===== src/rtl/demux_pkg.sv =====
// Shared types and header-field constants for the packet demultiplexer.
package demux_pkg;

  localparam int unsigned DEF_WIDTH = 128;
  localparam int unsigned DEF_DEPTH = 2;
  localparam int unsigned DEST_BIT  = 0;
  localparam int unsigned LEN_LSB   = 16;
  localparam int unsigned LEN_W     = 16;
  localparam int unsigned CNT_W     = 16;

  typedef enum logic {
    HEAD = 1'b0,
    BODY = 1'b1
  } demux_state_t;

endpackage


===== src/rtl/demux_leg_fifo.sv =====
// Small circular FIFO feeding one output leg; head is zero while empty.
module demux_leg_fifo
  import demux_pkg::*;
#(
  parameter int unsigned WIDTH = DEF_WIDTH,
  parameter int unsigned DEPTH = DEF_DEPTH
) (
  input  logic             clk,
  input  logic             rst,
  input  logic             push,
  input  logic [WIDTH-1:0] data_in,
  input  logic             pop,
  output logic [WIDTH-1:0] data_out,
  output logic             empty,
  output logic             full
);

  localparam int unsigned PTR_W  = (DEPTH > 1) ? $clog2(DEPTH) : 1;
  localparam int unsigned FCNT_W = PTR_W + 1;

  logic [WIDTH-1:0]  mem [DEPTH];
  logic [PTR_W-1:0]  wr_ptr;
  logic [PTR_W-1:0]  rd_ptr;
  logic [FCNT_W-1:0] count;

  // Pointer and occupancy tracking; push and pop together leave count unchanged.
  always_ff @(posedge clk) begin
    if (rst) begin
      wr_ptr <= '0;
      rd_ptr <= '0;
      count  <= '0;
    end else begin
      if (push) wr_ptr <= wr_ptr + PTR_W'(1);
      if (pop)  rd_ptr <= rd_ptr + PTR_W'(1);
      case ({push, pop})
        2'b10:   count <= count + FCNT_W'(1);
        2'b01:   count <= count - FCNT_W'(1);
        default: count <= count;
      endcase
    end
  end

  // Storage write; contents are don't-care until the count covers them.
  always_ff @(posedge clk) begin
    if (push) mem[wr_ptr] <= data_in;
  end

  assign empty    = (count == '0);
  assign full     = (count == FCNT_W'(DEPTH));
  assign data_out = empty ? '0 : mem[rd_ptr];

endmodule


===== src/rtl/demux_pipe.sv =====
// Packet-aware splitter: routes each header and its body beats to the out or forward leg.
module demux_pipe
  import demux_pkg::*;
#(
  parameter int unsigned WIDTH = DEF_WIDTH,
  parameter int unsigned DEPTH = DEF_DEPTH
) (
  input  logic             clk,
  input  logic             rst,
  input  logic             in_enq_ena,
  input  logic [WIDTH-1:0] in_enq_v,
  output logic             in_enq_rdy,
  output logic             out_enq_ena,
  output logic [WIDTH-1:0] out_enq_v,
  input  logic             out_enq_rdy,
  output logic             forward_enq_ena,
  output logic [WIDTH-1:0] forward_enq_v,
  input  logic             forward_enq_rdy,
  output logic [CNT_W-1:0] pkt_count_out,
  output logic [CNT_W-1:0] pkt_count_fwd
);

  demux_state_t     state;
  demux_state_t     state_nx;
  logic [LEN_W-1:0] rem;
  logic [LEN_W-1:0] rem_nx;
  logic             sel;
  logic             sel_nx;

  logic             full_out;
  logic             full_fwd;
  logic             empty_out;
  logic             empty_fwd;
  logic             accept;
  logic             hdr_accept;
  logic             dest_now;
  logic             push_out;
  logic             push_fwd;

  logic             hdr_dest;
  logic [LEN_W-1:0] hdr_len;

  assign hdr_dest = in_enq_v[DEST_BIT];
  assign hdr_len  = in_enq_v[LEN_LSB +: LEN_W];

  // FSM state, remaining body-beat count and selected leg.
  always_ff @(posedge clk) begin
    if (rst) begin
      state <= HEAD;
      rem   <= '0;
      sel   <= 1'b0;
    end else begin
      state <= state_nx;
      rem   <= rem_nx;
      sel   <= sel_nx;
    end
  end

  // Next-state, input readiness and push steering; readiness never looks at the beat value.
  always_comb begin
    state_nx   = state;
    rem_nx     = rem;
    sel_nx     = sel;
    in_enq_rdy = 1'b0;
    accept     = 1'b0;
    hdr_accept = 1'b0;
    dest_now   = sel;
    unique case (state)
      HEAD: begin
        in_enq_rdy = !full_out && !full_fwd;
        accept     = in_enq_ena && in_enq_rdy;
        hdr_accept = accept;
        dest_now   = hdr_dest;
        if (accept && (hdr_len != '0)) begin
          state_nx = BODY;
          rem_nx   = hdr_len;
          sel_nx   = hdr_dest;
        end
      end
      BODY: begin
        in_enq_rdy = sel ? !full_fwd : !full_out;
        accept     = in_enq_ena && in_enq_rdy;
        if (accept) begin
          rem_nx = rem - LEN_W'(1);
          if (rem == LEN_W'(1)) state_nx = HEAD;
        end
      end
      default: begin
        state_nx = HEAD;
      end
    endcase
    push_out = accept && !dest_now;
    push_fwd = accept && dest_now;
  end

  // Per-leg packet counters, bumped on every accepted header.
  always_ff @(posedge clk) begin
    if (rst) begin
      pkt_count_out <= '0;
      pkt_count_fwd <= '0;
    end else if (hdr_accept) begin
      if (hdr_dest) pkt_count_fwd <= pkt_count_fwd + CNT_W'(1);
      else          pkt_count_out <= pkt_count_out + CNT_W'(1);
    end
  end

  assign out_enq_ena     = !empty_out && out_enq_rdy;
  assign forward_enq_ena = !empty_fwd && forward_enq_rdy;

  demux_leg_fifo #(
    .WIDTH (WIDTH),
    .DEPTH (DEPTH)
  ) u_fifo_out (
    .clk      (clk),
    .rst      (rst),
    .push     (push_out),
    .data_in  (in_enq_v),
    .pop      (out_enq_ena),
    .data_out (out_enq_v),
    .empty    (empty_out),
    .full     (full_out)
  );

  demux_leg_fifo #(
    .WIDTH (WIDTH),
    .DEPTH (DEPTH)
  ) u_fifo_fwd (
    .clk      (clk),
    .rst      (rst),
    .push     (push_fwd),
    .data_in  (in_enq_v),
    .pop      (forward_enq_ena),
    .data_out (forward_enq_v),
    .empty    (empty_fwd),
    .full     (full_fwd)
  );

endmodule

===== config.mk =====
export PLATFORM = sky130hd
export DESIGN_NAME = demux_pipe
export DESIGN_NICKNAME = d
export VERILOG_FILES = /design/src/rtl/demux_pkg.sv /design/src/rtl/demux_leg_fifo.sv /design/src/rtl/demux_pipe.sv
export SDC_FILE = /design/constraint.sdc
export NUM_CORES = 1
export LEC_CHECK = 0
export BUFFER_PORTS_ARGS = -buffer_cell sky130_fd_sc_hd__clkbuf_2
export CORE_MARGIN = 3
export CORE_UTILIZATION = 41
export CTS_BUF_LIST = sky130_fd_sc_hd__clkbuf_8
export DETAILED_ROUTE_END_ITERATION = 12
export GPL_TIMING_DRIVEN = 0
export PLACE_DENSITY = 0.74
export SETUP_SLACK_MARGIN = 0.4
export SLEW_MARGIN = 20
export SYNTH_ARGS = -nofsm -noshare
export SYNTH_HDL_FRONTEND = slang
export SYNTH_SLANG_ARGS = --single-unit

===== constraint.sdc =====
create_clock -name clk -period 12.6 [get_ports clk]
set_clock_uncertainty 0.15 [all_clocks]
set_input_delay 2.52 -clock clk [delete_from_list [all_inputs] [get_ports clk]]
set_output_delay 2.52 -clock clk [all_outputs]
set_load 0.02 [all_outputs]

==> results of run 1 <==
sequential cells by signal, indices dropped and copies added (netlist names), 2 cells and up, named ones only:
name              flops
pkt_count_fwd        16
pkt_count_out        16
rem                  16
u_fifo_fwd.count      2
u_fifo_fwd.mem      256
u_fifo_out.count      2
u_fifo_out.mem      256
worst max-delay path, cell delays in order:
cell and delay [ps]:
clkbuf_2 70, nor2b_1 320, clkbuf_2 270
layout make-up:
cell class / instances / area [um2]
sequential: 572 / 16600
clock inverter: 64 / 333
tap: 688 / 861
buffer: 73 / 288
fill: 4319 / 25400
multi-input combinational: 803 / 5360
clock buffer: 103 / 1420
timing repair buffer: 450 / 2790
antenna: 1 / 2.50
inverter: 9 / 33.8
layer usage:
| layer | track usage [%] | vias up | part of all wire [%] |
|---|---|---|---|
| met5 | 0 | - | 0.023 |
| li1 | - | 6498 | - |
| met1 | 24.5 | 7021 | 41 |
| met4 | 7.18 | 2 | 3.0 |
| met2 | 31.8 | 544 | 48 |
| met3 | 4.71 | 126 | 7.7 |
report_power, final:
| part | switching, mW | leakage (nW) | internal, mW |
|---|---|---|---|
| Combinational | 1.40 | 3.89 | 0.650 |
| Clock | 0.710 | 1.01 | 0.790 |
| Sequential | 0.0659 | 5.17 | 2.30 |
synth_stat cells, types with 8 or more instances:
cell        n
o21ai_0    14
nand4_1    13
nand2_1    23
dfxtp_1    60
a21oi_1    27
nor2_1    311
nor4_1     10
mux2i_1   261
inv_1       9
nand3_1    15
o32ai_1     8
buf_1      11
nand2b_1   13
xor2_1     16
edfxtp_1  512
nor3_1     10
clkbuf_1   56
xnor2_1    20
metrics by stage:
stage	std cells	util, %
finish	2763	52.1
CTS	2762	52.1
global route	2763	52.1
global placement	2568	47.5
detailed placement	2595	48.8
floorplan	1457	-
kinds of logic (layout without fill, tap and decap cells):
logic type,Yosys count,count (layout)
flip-flops,572,572
XOR/XNOR,36,36
buffers and inverters,82,699
other,0,1
AND/OR/NAND/NOR,436,436
multiplexers,261,261
adder cells (fa/ha/maj),6,6
AO/OA/AOI/OAI,64,64
worst max path at each step:
stage                                 end  slack (ps)  cells past startpoint
finish                    forward_enq_ena        6750                      3
CTS                         out_enq_v[48]        6650                      5
global route                out_enq_v[51]        6600                      5
floorplan            u_fifo_fwd.mem[0][0]        3340                      5
global placement    u_fifo_out.mem[1][60]       -1540                      6
detailed placement        forward_enq_ena        6730                      3
==> metrics.md, run 1 <==
| Metric | Value |
|---|---|
| Post-synth EDFFs | `512` |
| CTS Buf Count | `93` |
| Post-CTS sizing | `0` |
| Post-synthesis cell type with the largest combined area | `edfxtp_1` |
| Tot GR Track Use | `19.2%` |
| Global-route wire length before repair | `around 84000 um` |
| Vias in the first global route | `14383` |
| Setup CP Type | `in2out` |
| Critical path fanouts, max | `3` |
| FFs w/ async S/R, synth | `0%` |
| Area grow syn2layout | `24.5%` |
| Status | `complete, no violations` |
| Tmin final | `slightly below 6000 ps` |
| Syn Inst Count | `1457` |
| Wirelength per Cell | `slightly above 20 um` |
| Cell Area, Placed | `approximately 26000 um2` |
| FF-to-FF path depth | `10` |
| Synth warn | `0` |
| Min-delay src | `rem[13]` |
| Worst Setup SP | `forward_enq_rdy` |
| Via density | `5.14` |
| Slew Limit Headroom | `between 30% and 40%` |
| Crit path launch type | `primary input` |
| Power Density | `214 nW/um2` |
| Initial antenna violation count | `2` |
| Nets | `about 2100` |
| Commonest non-fill, non-tap cell in the layout | `edfxtp_1` |
| PnR worst setup slack | `around 6700 ps` |
| Fin. Hold Viols | `0` |
| Port bufs | `~420` |
| Core region area | `roughly 53000 um2` |
| Power, Total | `slightly below 6 mW` |
| DRT iter0 DRCs | `roughly 1100` |
| Worst Hold Endpoint | `rem[13]` |
| H-Tree Depth | `3` |
| Die footprint | `approximately 57000 um2` |
| Compound-gate portion of the synthesized area | `around 1.8%` |
| Synth top area cells | `edfxtp_1, mux2i_1, dfxtp_1` |
| Distinct cells, synth | `47` |
| Setup-failing EPs final | `0` |
| Top cell type's share of synthesized area | `69.2%` |
| Initial DRT Pass Iterations | `5` |
| Synthesized flop and latch total | `572` |
| Gr ovfl total | `0` |
| Mean area per synthesized cell | `between 15 and 20 um2` |
| CTS tree | `built` |
| Maxcap violations | `0` |
| Clock transition at the registers of the reported paths | `60 ps` |
| Setup Fix Bufs, Post-CTS | `0` |
| Net count after synthesis | `between 1500 and 2000` |
| Fmax | `approximately 170 MHz` |
| CTS max path bufs | `3` |
| Crit. End Element | `output pin` |
| Final setup TNS | `0 ps` |
| RD Place Congestion | `between 0.8 and 0.9` |
| DP Worst Slack | `~6700 ps` |
| CP arrival | `roughly 3200 ps` |
| Antenna-violating nets left | `0` |
| # clock sinks | `about 570` |
| XOR/XNOR share of the synthesized area | `between 1 and 1.5%` |
| Leakage power | `around 10 nW` |
| Worst endpoint required time | `about 9900 ps` |
| Starting Density | `a little over two fifths` |
| Hold slack | `approximately 340 ps` |
| Synthesized area | `22200 um2` |
| Synth Area in Adders | `0.338%` |
| Min-Delay Path Class | `reg2reg` |
| # IOs | `roughly 420` |
| Slew Limit Fails | `0` |
| # rows | `84` |
| Commonest non-fill, non-tap cells in the layout | `edfxtp_1, clkbuf_2, nor2_1` |
| Setup repair after global routing missed its margin | `no` |
| R2R Setup Slk | `9300 ps` |
| Post-synthesis mux area share | `11.8%` |
| Largest net degree at the start of global routing | `24` |
| Design area | `around 28000 um2` |
| Clk_lat worst skew | `~660 ps` |
| Largest family of logic cells by synthesized area | `multiplexers` |
| Worst hold path depth | `2` |
| Routed WL | `around 56000 um` |
| VDD IR-drop max | `0.000112 V` |
| CTS Hold Bufs | `0` |
| Reg2reg start | `state` |
| Post-DP HPWL | `38900 um` |
| Simple-Gate Fraction of Synth Area | `a little under 9%` |
| CTS root buf | `clkbuf_8` |
| Chip height | `239 um` |
| Residual DRC count | `0` |
| R2R Path End | `u_fifo_out.mem[0][69]` |
| Final period utilization | `46.4%` |
| Register area share after synthesis | `around three quarters` |
| Die W | `239 um` |
| Worst-margin pin slew | `around 1000 ps` |
| Synth Flop Type | `edfxtp_1` |
| Share of layout cells above drive strength 1 | `approximately 29%` |
| Vias | `around 14000` |
Power figures use the tool's default switching activity.
==> inputs of run 2 (changes only) <==
--- a/config.mk
+++ b/config.mk
@@ -11,7 +11,7 @@
 export CTS_BUF_LIST = sky130_fd_sc_hd__clkbuf_8
 export DETAILED_ROUTE_END_ITERATION = 12
 export GPL_TIMING_DRIVEN = 0
-export PLACE_DENSITY = 0.74
+export PLACE_DENSITY = 0.76
 export SETUP_SLACK_MARGIN = 0.4
 export SLEW_MARGIN = 20
 export SYNTH_ARGS = -nofsm -noshare
==> constraint.sdc (replaced) <==
create_clock -name clk -period 4.85 [get_ports clk]
set_clock_uncertainty 0.15 [all_clocks]
set_input_delay 0.97 -clock clk [delete_from_list [all_inputs] [get_ports clk]]
set_output_delay 0.97 -clock clk [all_outputs]
set_load 0.02 [all_outputs]
==> run 2 against run 1 <==
  * Global-route usage is 0.37 points higher
  * Clock power rose to 2.6 times the previous value
  * Final cell count hardly changed
  * Critical path depth grew 2
  * Design area is essentially flat
  * Non-clock buffer count increased by 2
  * Hold slack improved by 3.7 ps
  * Count of clock-buffer cells in the layout down 6
  * Worst setup slack worse by 6100 ps
  * Sequential cell count is the same
  * Combinational power grew to 2.6 times the previous value
  * Critical path type is now reg2out
  * Largest power group unchanged
  * Highest routed layer unchanged
==> metrics.md, run 2 (same netlist as run 1, synthesis figures left out) <==
| Metric | Value |
|---|---|
| # fillers | `about 4300` |
| Commonest non-fill, non-tap cells in the layout | `edfxtp_1, clkbuf_2, nor2_1` |
| Global-route wire length before repair | `between 80000 and 90000 um` |
| Die W | `239 um` |
| Commonest non-fill, non-tap cell in the layout | `edfxtp_1` |
| Wirelength per Cell | `roughly 21 um` |
| Final setup TNS | `0 ps` |
| Share of layout cells above drive strength 1 | `between 20% and 30%` |
| RD Place Congestion | `a little under 0.9` |
| Multi-input gate area | `between 5000 and 6000 um2` |
| FF-to-FF path depth | `7` |
| Antenna-violating nets left | `0` |
| Vias | `around 14000` |
| Vias in the first global route | `between 10000 and 15000` |
| # rows | `84` |
| Fin. Hold Viols | `0` |
| Cell Area, Placed | `approximately 26000 um2` |
| Slew Limit Fails | `0` |
| Power, Total | `~15 mW` |
| Setup-failing EPs final | `0` |
| Tot GR Track Use | `about a fifth` |
| Top Registers | `u_fifo_fwd.mem: 256 flops, u_fifo_out.mem: 256 flops` |
| Initial DRT Pass Iterations | `5` |
| Port bufs | `about 420` |
| Post-DP HPWL | `around 40000 um` |
| Initial antenna violation count | `2` |
| Clk_lat worst skew | `670 ps` |
| Critical Path Sink | `forward_enq_v[101]` |
| # clock sinks | `572` |
| Slew Limit Headroom | `30.5%` |
| Maxcap violations | `0` |
| R2R Path End | `u_fifo_out.mem[0][42]` |
| CTS tree | `built` |
| VDD IR-drop max | `~0.00031 V` |
| Die footprint | `57000 um2` |
| Worst-margin pin slew | `about 1000 ps` |
| Largest net degree at the start of global routing | `24` |
| Fmax | `236 MHz` |
| Chip height | `approximately 240 um` |
| Register area | `16600 um2` |
| DRT iter0 DRCs | `936` |
| Nets | `around 2100` |
| Leakage power | `approximately 10 nW` |
| Worst endpoint required time | `3730 ps` |
| Status | `complete, no violations` |
| Area grow syn2layout | `24.6%` |
| CP arrival | `approximately 3100 ps` |
| Routed WL | `roughly 57000 um` |
| Starting Density | `between 40% and 50%` |
| Crit path launch type | `register` |
| Critical path fanouts, max | `10` |
| Hold slack | `~340 ps` |
| Setup CP Type | `reg2out` |
| Via density | `approximately 5.1` |
| Crit. End Element | `output pin` |
| Power Density | `between 500 and 600 nW/um2` |
| Diode count | `0` |
| PnR worst setup slack | `between 600 and 700 ps` |
| Min-Delay Path Class | `reg2reg` |
| Setup repair after global routing missed its margin | `no` |
| Reg2reg start | `state` |
| CTS max path bufs | `3` |
| # IOs | `roughly 420` |
| H-Tree Depth | `3` |
| Final period utilization | `approximately 90%` |
| Design area | `roughly 28000 um2` |
| R2R Setup Slk | `approximately 1800 ps` |
| DP Worst Slack | `1140 ps` |
| CTS root buf | `clkbuf_8` |
| Residual DRC count | `0` |
| CTS Buf Count | `92` |
| Gr ovfl total | `0` |
| Core region area | `roughly 53000 um2` |
| Tmin final | `between 4000 and 5000 ps` |
| Clock transition at the registers of the reported paths | `around 60 ps` |
[run 2: through the flow]
stage | std cells | utilization (%)
final | 2764 | 52.2
after global routing | 2764 | 52.2
after CTS | 2764 | 52.2
after detailed placement | 2597 | 48.9
after global placement | 2568 | 47.5
after floorplan | 1457 | -
[run 2: layer usage]
metal	share of wire, %	wire, um	vias up	global-route usage [%]
met1	40	22800	7023	24.3
met2	48	27400	539	32.1
met3	9.1	5170	109	6.20
met4	2.9	1670	4	7.40
li1	-	-	6508	-
met5	0.040	23	-	0
[run 2: report_power, final]
part           internal [mW]  total (mW)  switching, mW
clock network           2.02        3.87           1.85
logic                   1.68        5.32           3.64
registers               5.98        6.16          0.176
total                   9.68        15.3           5.66
[run 2: how the worst min path moves through the flow]
stage	startpoint	end	slack [ps]	cells past startpoint
detailed placement	rem[15]	rem[15]	330	2
global placement	rem[15]	rem[15]	310	2
finish	rem[13]	rem[13]	340	2
global route	in_enq_v[83]	u_fifo_out.mem[1][83]	310	1
CTS	in_enq_v[69]	u_fifo_out.mem[0][69]	290	1
floorplan	rem[13]	rem[13]	300	2
[run 2: final cells by class]
type	count	share of cell area [%]
tap	688	3.11
inverter	9	0.122
clock buffer	97	4.82
multi-input combinational	803	19.4
clock inverter	70	1.43
buffer	73	1.04
timing repair buffer	452	10.2
sequential	572	59.9
[run 2: worst max-delay path, cell delays in order, from the launching register on]
cell and delay, ps:
dfxtp_1 320, buf_1 770, clkbuf_1 810, mux2i_1 290, nor2_1 70, clkbuf_2 210
[run 2: repair_timing]
item                       in CTS  in global routing
setup buffers                   0                  0
hold buffers                    0                  0
pin swaps                       0                  0
setup endpoints to repair       1                  1
gates resized for setup         1                  1
